$ cat config.mk
export PLATFORM = sky130hd
export DESIGN_NAME = mcpu_bus_arb
export DESIGN_NICKNAME = d
export VERILOG_FILES = /design/src/rtl/mcpu_bus_pkg.sv /design/src/rtl/mcpu_rr_arbiter.sv /design/src/rtl/mcpu_bus_arb.sv
export SDC_FILE = /design/constraint.sdc
export NUM_CORES = 1
export LEC_CHECK = 0
export ABC_AREA = 1
export BUFFER_PORTS_ARGS = -buffer_cell sky130_fd_sc_hd__clkbuf_2
export CAP_MARGIN = 20
export CORE_AREA = 2 2 106 108
export DETAILED_ROUTE_END_ITERATION = 6
export DIE_AREA = 0 0 108 110
export HOLD_SLACK_MARGIN = 0.03
export PLACE_DENSITY = 0.89
export SYNTH_ARGS = -nofsm -noshare
export SYNTH_HDL_FRONTEND = slang
export SYNTH_SLANG_ARGS = --single-unit
$ cat constraint.sdc
create_clock -name clk -period 2.2 [get_ports clk]
set_clock_uncertainty 0.2 [all_clocks]
set_input_delay 0.33 -clock clk [delete_from_list [all_inputs] [get_ports clk]]
set_output_delay 0.33 -clock clk [all_outputs]
set_load 0.02 [all_outputs]
$ cat src/rtl/mcpu_bus_pkg.sv
// Shared types and constants for the multi-cycle CPU memory/IO bus arbiter.
package mcpu_bus_pkg;

    typedef enum logic [1:0] {
        ST_IDLE = 2'd0,
        ST_BUS  = 2'd1,
        ST_RESP = 2'd2
    } bus_state_t;

    // Replicated across the data width to form the read data of a timed-out cycle.
    localparam logic ERR_DATA_BIT = 1'b1;

    function automatic int grant_width(input int n);
        return (n > 1) ? $clog2(n) : 1;
    endfunction

endpackage

$ cat src/rtl/mcpu_rr_arbiter.sv
// Combinational round-robin pick: first requester above the last grant, wrapping around.
module mcpu_rr_arbiter
    import mcpu_bus_pkg::*;
#(
    parameter int N  = 2,
    parameter int GW = grant_width(N)
) (
    input  logic [N-1:0]  req,
    input  logic [GW-1:0] last,
    output logic [N-1:0]  gnt,
    output logic          valid
);

    logic [N-1:0] hi_pick;
    logic [N-1:0] lo_pick;
    logic         hi_hit;
    logic         lo_hit;

    // NOTE: every variable written here gets a default first, so no latch is inferred.
    always_comb begin
        hi_pick = '0;
        lo_pick = '0;
        hi_hit  = 1'b0;
        lo_hit  = 1'b0;
        // Masters above the last grant win over those at or below it (the wrap-around half).
        for (int i = 0; i < N; i++) begin
            if (req[i] && (i > int'(last)) && !hi_hit) begin
                hi_pick[i] = 1'b1;
                hi_hit     = 1'b1;
            end
            if (req[i] && (i <= int'(last)) && !lo_hit) begin
                lo_pick[i] = 1'b1;
                lo_hit     = 1'b1;
            end
        end
        gnt   = hi_hit ? hi_pick : lo_pick;
        valid = hi_hit | lo_hit;
    end

endmodule

$ cat src/rtl/mcpu_bus_arb.sv
// N-master round-robin arbiter and MIO handshake engine for the multi-cycle CPU bus.
// The MIO_ready timeout is built only when MCPU_BUS_TIMEOUT_EN is defined.
module mcpu_bus_arb
    import mcpu_bus_pkg::*;
#(
    parameter int N_MASTERS = 2,
    parameter int ADDR_W    = 32,
    parameter int DATA_W    = 32,
    parameter int TIMEOUT   = 255
) (
    input  logic                                clk,
    input  logic                                reset,
    input  logic [N_MASTERS-1:0]                m_req,
    input  logic [N_MASTERS-1:0]                m_we,
    input  logic [N_MASTERS*ADDR_W-1:0]         m_addr,
    input  logic [N_MASTERS*DATA_W-1:0]         m_wdata,
    output logic [DATA_W-1:0]                   m_rdata,
    output logic [N_MASTERS-1:0]                m_ready,
    output logic [N_MASTERS-1:0]                m_err,
    output logic [ADDR_W-1:0]                   Addr_out,
    output logic [DATA_W-1:0]                   Data_out,
    output logic                                mem_w,
    output logic                                CPU_MIO,
    input  logic [DATA_W-1:0]                   Data_in,
    input  logic                                MIO_ready,
    output logic [grant_width(N_MASTERS)-1:0]   grant,
    output logic [1:0]                          state
);

    localparam int GW = grant_width(N_MASTERS);

    if (N_MASTERS < 1 || TIMEOUT < 1) begin : g_bad_cfg
        $error("mcpu_bus_arb: N_MASTERS and TIMEOUT must both be at least 1");
    end

    bus_state_t           state_q;
    logic [N_MASTERS-1:0] arb_gnt;
    logic                 arb_valid;
    logic [N_MASTERS-1:0] grant_onehot;
    logic [ADDR_W-1:0]    sel_addr;
    logic [DATA_W-1:0]    sel_wdata;
    logic                 sel_we;
    logic [GW-1:0]        sel_idx;

    mcpu_rr_arbiter #(
        .N  (N_MASTERS),
        .GW (GW)
    ) u_arb (
        .req   (m_req),
        .last  (grant),
        .gnt   (arb_gnt),
        .valid (arb_valid)
    );

    always_comb begin
        sel_addr  = '0;
        sel_wdata = '0;
        sel_we    = 1'b0;
        sel_idx   = '0;
        for (int i = 0; i < N_MASTERS; i++) begin
            if (arb_gnt[i]) begin
                sel_addr  = m_addr[i*ADDR_W +: ADDR_W];
                sel_wdata = m_wdata[i*DATA_W +: DATA_W];
                sel_we    = m_we[i];
                sel_idx   = GW'(i);
            end
        end
    end

    always_comb begin
        grant_onehot = '0;
        for (int i = 0; i < N_MASTERS; i++) begin
            grant_onehot[i] = (grant == GW'(i));
        end
    end

    assign state = state_q;

`ifdef MCPU_BUS_TIMEOUT_EN
    localparam int             CNT_W    = (TIMEOUT > 1) ? $clog2(TIMEOUT) : 1;
    localparam logic [CNT_W-1:0] CNT_LAST = CNT_W'(TIMEOUT - 1);

    logic [CNT_W-1:0] wait_cnt;
    logic             err_flag;

    // Error is only visible during the single response cycle of the failed master.
    assign m_err = (state_q == ST_RESP && err_flag) ? grant_onehot : '0;
`else
    assign m_err = '0;
`endif

    // NOTE: sequential state uses non-blocking assignments so every register samples pre-edge values.
    always_ff @(posedge clk) begin
        if (reset) begin
            state_q  <= ST_IDLE;
            grant    <= GW'(N_MASTERS - 1);
            Addr_out <= '0;
            Data_out <= '0;
            m_rdata  <= '0;
            mem_w    <= 1'b0;
            CPU_MIO  <= 1'b0;
            m_ready  <= '0;
`ifdef MCPU_BUS_TIMEOUT_EN
            wait_cnt <= '0;
            err_flag <= 1'b0;
`endif
        end else begin
            m_ready <= '0;
            case (state_q)
                ST_IDLE: begin
                    if (arb_valid) begin
                        grant    <= sel_idx;
                        Addr_out <= sel_addr;
                        Data_out <= sel_wdata;
                        mem_w    <= sel_we;
                        CPU_MIO  <= 1'b1;
                        state_q  <= ST_BUS;
`ifdef MCPU_BUS_TIMEOUT_EN
                        wait_cnt <= '0;
                        err_flag <= 1'b0;
`endif
                    end
                end
                ST_BUS: begin
                    // MIO_ready takes precedence over an expiring wait counter.
                    if (MIO_ready) begin
                        m_rdata <= Data_in;
                        m_ready <= grant_onehot;
                        CPU_MIO <= 1'b0;
                        mem_w   <= 1'b0;
                        state_q <= ST_RESP;
                    end
`ifdef MCPU_BUS_TIMEOUT_EN
                    else if (wait_cnt == CNT_LAST) begin
                        m_rdata  <= {DATA_W{ERR_DATA_BIT}};
                        err_flag <= 1'b1;
                        m_ready  <= grant_onehot;
                        CPU_MIO  <= 1'b0;
                        mem_w    <= 1'b0;
                        state_q  <= ST_RESP;
                    end else begin
                        wait_cnt <= wait_cnt + CNT_W'(1);
                    end
`endif
                end
                ST_RESP: begin
                    state_q <= ST_IDLE;
                end
                default: begin
                    state_q <= ST_IDLE;
                    CPU_MIO <= 1'b0;
                    mem_w   <= 1'b0;
                end
            endcase
        end
    end

endmodule

==> flow_metrics.tcl <==
set metrics [dict create \
    outcome "complete, no violations" \
    coreArea_um2 10700 \
    ctsResizeCount 0 \
    clk_latency_ps 350 \
    port_buffers 269 \
    synth_top_area_share_pct 43.78 \
    yosys-top-cells-area "dfxtp_1, nand2_1, nand3_1, a21oi_1, o21ai_0" \
    worstPathCellList "nor2_2 -> o21ai_4 -> inv_2 -> buf_4 -> nand2_1 -> a21oi_1" \
    fin_crit_ps 1669 \
    dp_hpwl_um 10700 \
    cts.clk_slew.worst_paths_ps 100 \
    yosys-top-cells-count "nand2_1, nand3_1, dfxtp_1" \
    routed_wirelength_um 14240 \
    required_ps 2260 \
    cts_buffer_depth 2 \
    ys_ff_latch 103 \
    synth.avg_cell_area_um2 6.967 \
    cpLargestDelayFamily "buffers and inverters" \
    synthAdderAreaFrac_pct 0 \
    synth_top_family_by_area "simple AND/OR/NAND/NOR gates" \
    wl_per_cell_um 13.48 \
    cts_hold_buf 0 \
    dr.first_iter.drc_count 391 \
    yosys_warnings 0 \
    seq_power_share_pct 47.9 \
    comb_power_share_pct 25.3 \
    vias 5296 \
    endpoint_kind "flop" \
    startpoint_type "flop" \
    worst-path-max-fanout 40 \
    grt_overflow 0 \
    finalNetCount 1079 \
    p_leak_nw 3.178 \
    ys.flop_type "dfxtp_1" \
    post_cts_buffers 0 \
    finalHoldViolCount 0 \
    path_class "reg -> reg" \
    die_y_um 110 \
    die_area_um2 11880 \
    cts-root-buf "clkbuf_8" \
    grt_pass1_wl_um 21420 \
    cts_buffers 9 \
    hold_class "in -> reg" \
    synth_mux_area_share_pct 0 \
    peakVddDrop_mv 0.4387 \
    p_per_area_nw_per_um2 697.8 \
    synth_compound_area_share_pct 14.72 \
    cts_max_level 3 \
    vias_per_cell 5.015 \
    initial_core_util_pct 44.02 \
    max_cap_violations 0 \
    power_frac_clock_pct 26.8 \
    switching_share_pct 32.03 \
    drive_gt1_share_pct 33.52 \
    synth_edf_count 0 \
    grt_pass1_vias 4597 \
    internal_power_mw 2.965 \
    fmax_mhz 599.3 \
    synthXorXnorAreaFrac_pct 0 \
    antenna_left 0 \
    drc 0 \
    cpPeakStageDelay_ps 370 \
    dp_cells 1041 \
    ys_types 22 \
    rsz0062_at_grt "false" \
    first_pass_iters 4 \
    netlist_instances 676 \
    yosysSeqAreaShare_pct 43.78 \
    yosys.area.top_type "dfxtp_1" \
    io_pins 272 \
    cp.buffers_inverters 2 \
    synth-simple-area-share_pct 30.29 \
    p_sw_mw 1.397 \
    netlist_area_um2 4710 \
    rows 38 \
    grt_usage_pct 22.72 \
    yosysMostFrequentCell "nand2_1" \
    tritoncts "yes" \
    grt_max_degree 72 \
    area_growth_pct 32.73 \
    gp_congestion 0.8326 \
    fin_tns_setup_ps 0 \
    grt_antenna_before_repair 0 \
    min_period_over_period_pct 75.85 \
    die_width_um 108 \
    final_max_slew_viol_count 0 \
    final_cells 1056 \
    cts_num_sinks 103 \
    cp_slowest_cell "buf_4" \
    n_fill_cell 1043 \
    async_flop_share_pct 0 \
    setup_viol 0 \
    antenna_cells 0 \
    crit_arrival_ps 1730 \
]
-- cells by family after synthesis --
family,after synthesis
AOI/OAI and AO/OA,136
DFF,103
buffers and inverters,105
other,1
and+or+nand+nor,331
-- flip-flops by register name (all words and copies together), names as in the netlist --
register  flops
Addr_out     32
CPU_MIO       1
Data_out     32
grant         1
m_rdata      32
m_ready       2
mem_w         1
state         2
-- final timing paths --
path                    start            to  slack [ps]  depth (start not counted)
setup reg to reg     state[1]  Data_out[18]         530                          6
hold reg to reg   m_rdata[30]   m_rdata[30]         250                          2
hold / removal    Data_in[22]   m_rdata[22]          50                          3
setup / recovery     state[1]  Data_out[18]         530                          6
-- per-layer routing --
metal / GRT usage, % / vias up / part of all wire (%)
li1: - / 2674 / -
met1: 26.36 / 2363 / 39
met2: 39.40 / 230 / 48
met3: 6.290 / 29 / 9.2
met4: 9.890 / 0 / 2.9
met5: 0 / - / 0
-- per-stage QoR --
| step | power [mW] | area (um^2) | hold WS [ps] | utilization [%] | setup WS [ps] |
|---|---|---|---|---|---|
| floorplan | 2.838 | 4713 | 316.4 | - | 738.4 |
| global placement | 3.218 | 6055 | 230.1 | 56.60 | 531.8 |
| detailed placement | 3.240 | 6055 | 236.2 | 56.60 | 457.1 |
| CTS | 4.406 | 6251 | 32.80 | 58.43 | 533.1 |
| global route | 4.599 | 6251 | 40.81 | 58.43 | 406.3 |
| finish | 4.362 | 6251 | 51.44 | 58.43 | 531.3 |
-- power groups by stage --
stage / Sequential [mW] / Combinational [mW] / Clock, mW
final: 2.09 / 1.10 / 1.17
after global routing: 2.11 / 1.22 / 1.28
after CTS: 2.09 / 1.11 / 1.20
after detailed placement: 2.13 / 1.11 / 0
after global placement: 2.13 / 1.09 / 0
after floorplan: 2.30 / 0.537 / 0
-- final cells by class --
type	count	area (um^2)	share of cell area (%)
well taps	140	175.2	2.802
clock buffers	10	137.6	2.202
clock inverters	5	58.81	0.9408
multi-input cells	469	2132	34.11
flip-flops and latches	103	2062	32.99
repair buffers	286	1524	24.38
inverters	43	161.4	2.582
-- cell usage in the layout, fill, tap and decap left out, types with 2 or more instances in the layout --
master and count:
o21ai_1 2, dfxtp_1 103, a21oi_1 99, buf_4 13
clkbuf_2 269, o21ai_0 33, buf_12 4, conb_1 2
clkinvlp_4 2, nor3_1 2, inv_1 42, nand2_1 192
nand3_1 131, clkbuf_8 10
-- worst min-delay path, stage by stage --
cell and delay, ps:
clkbuf_2 70, o21ai_0 70, a21oi_1 100
(Power assumes the default switching activity.)
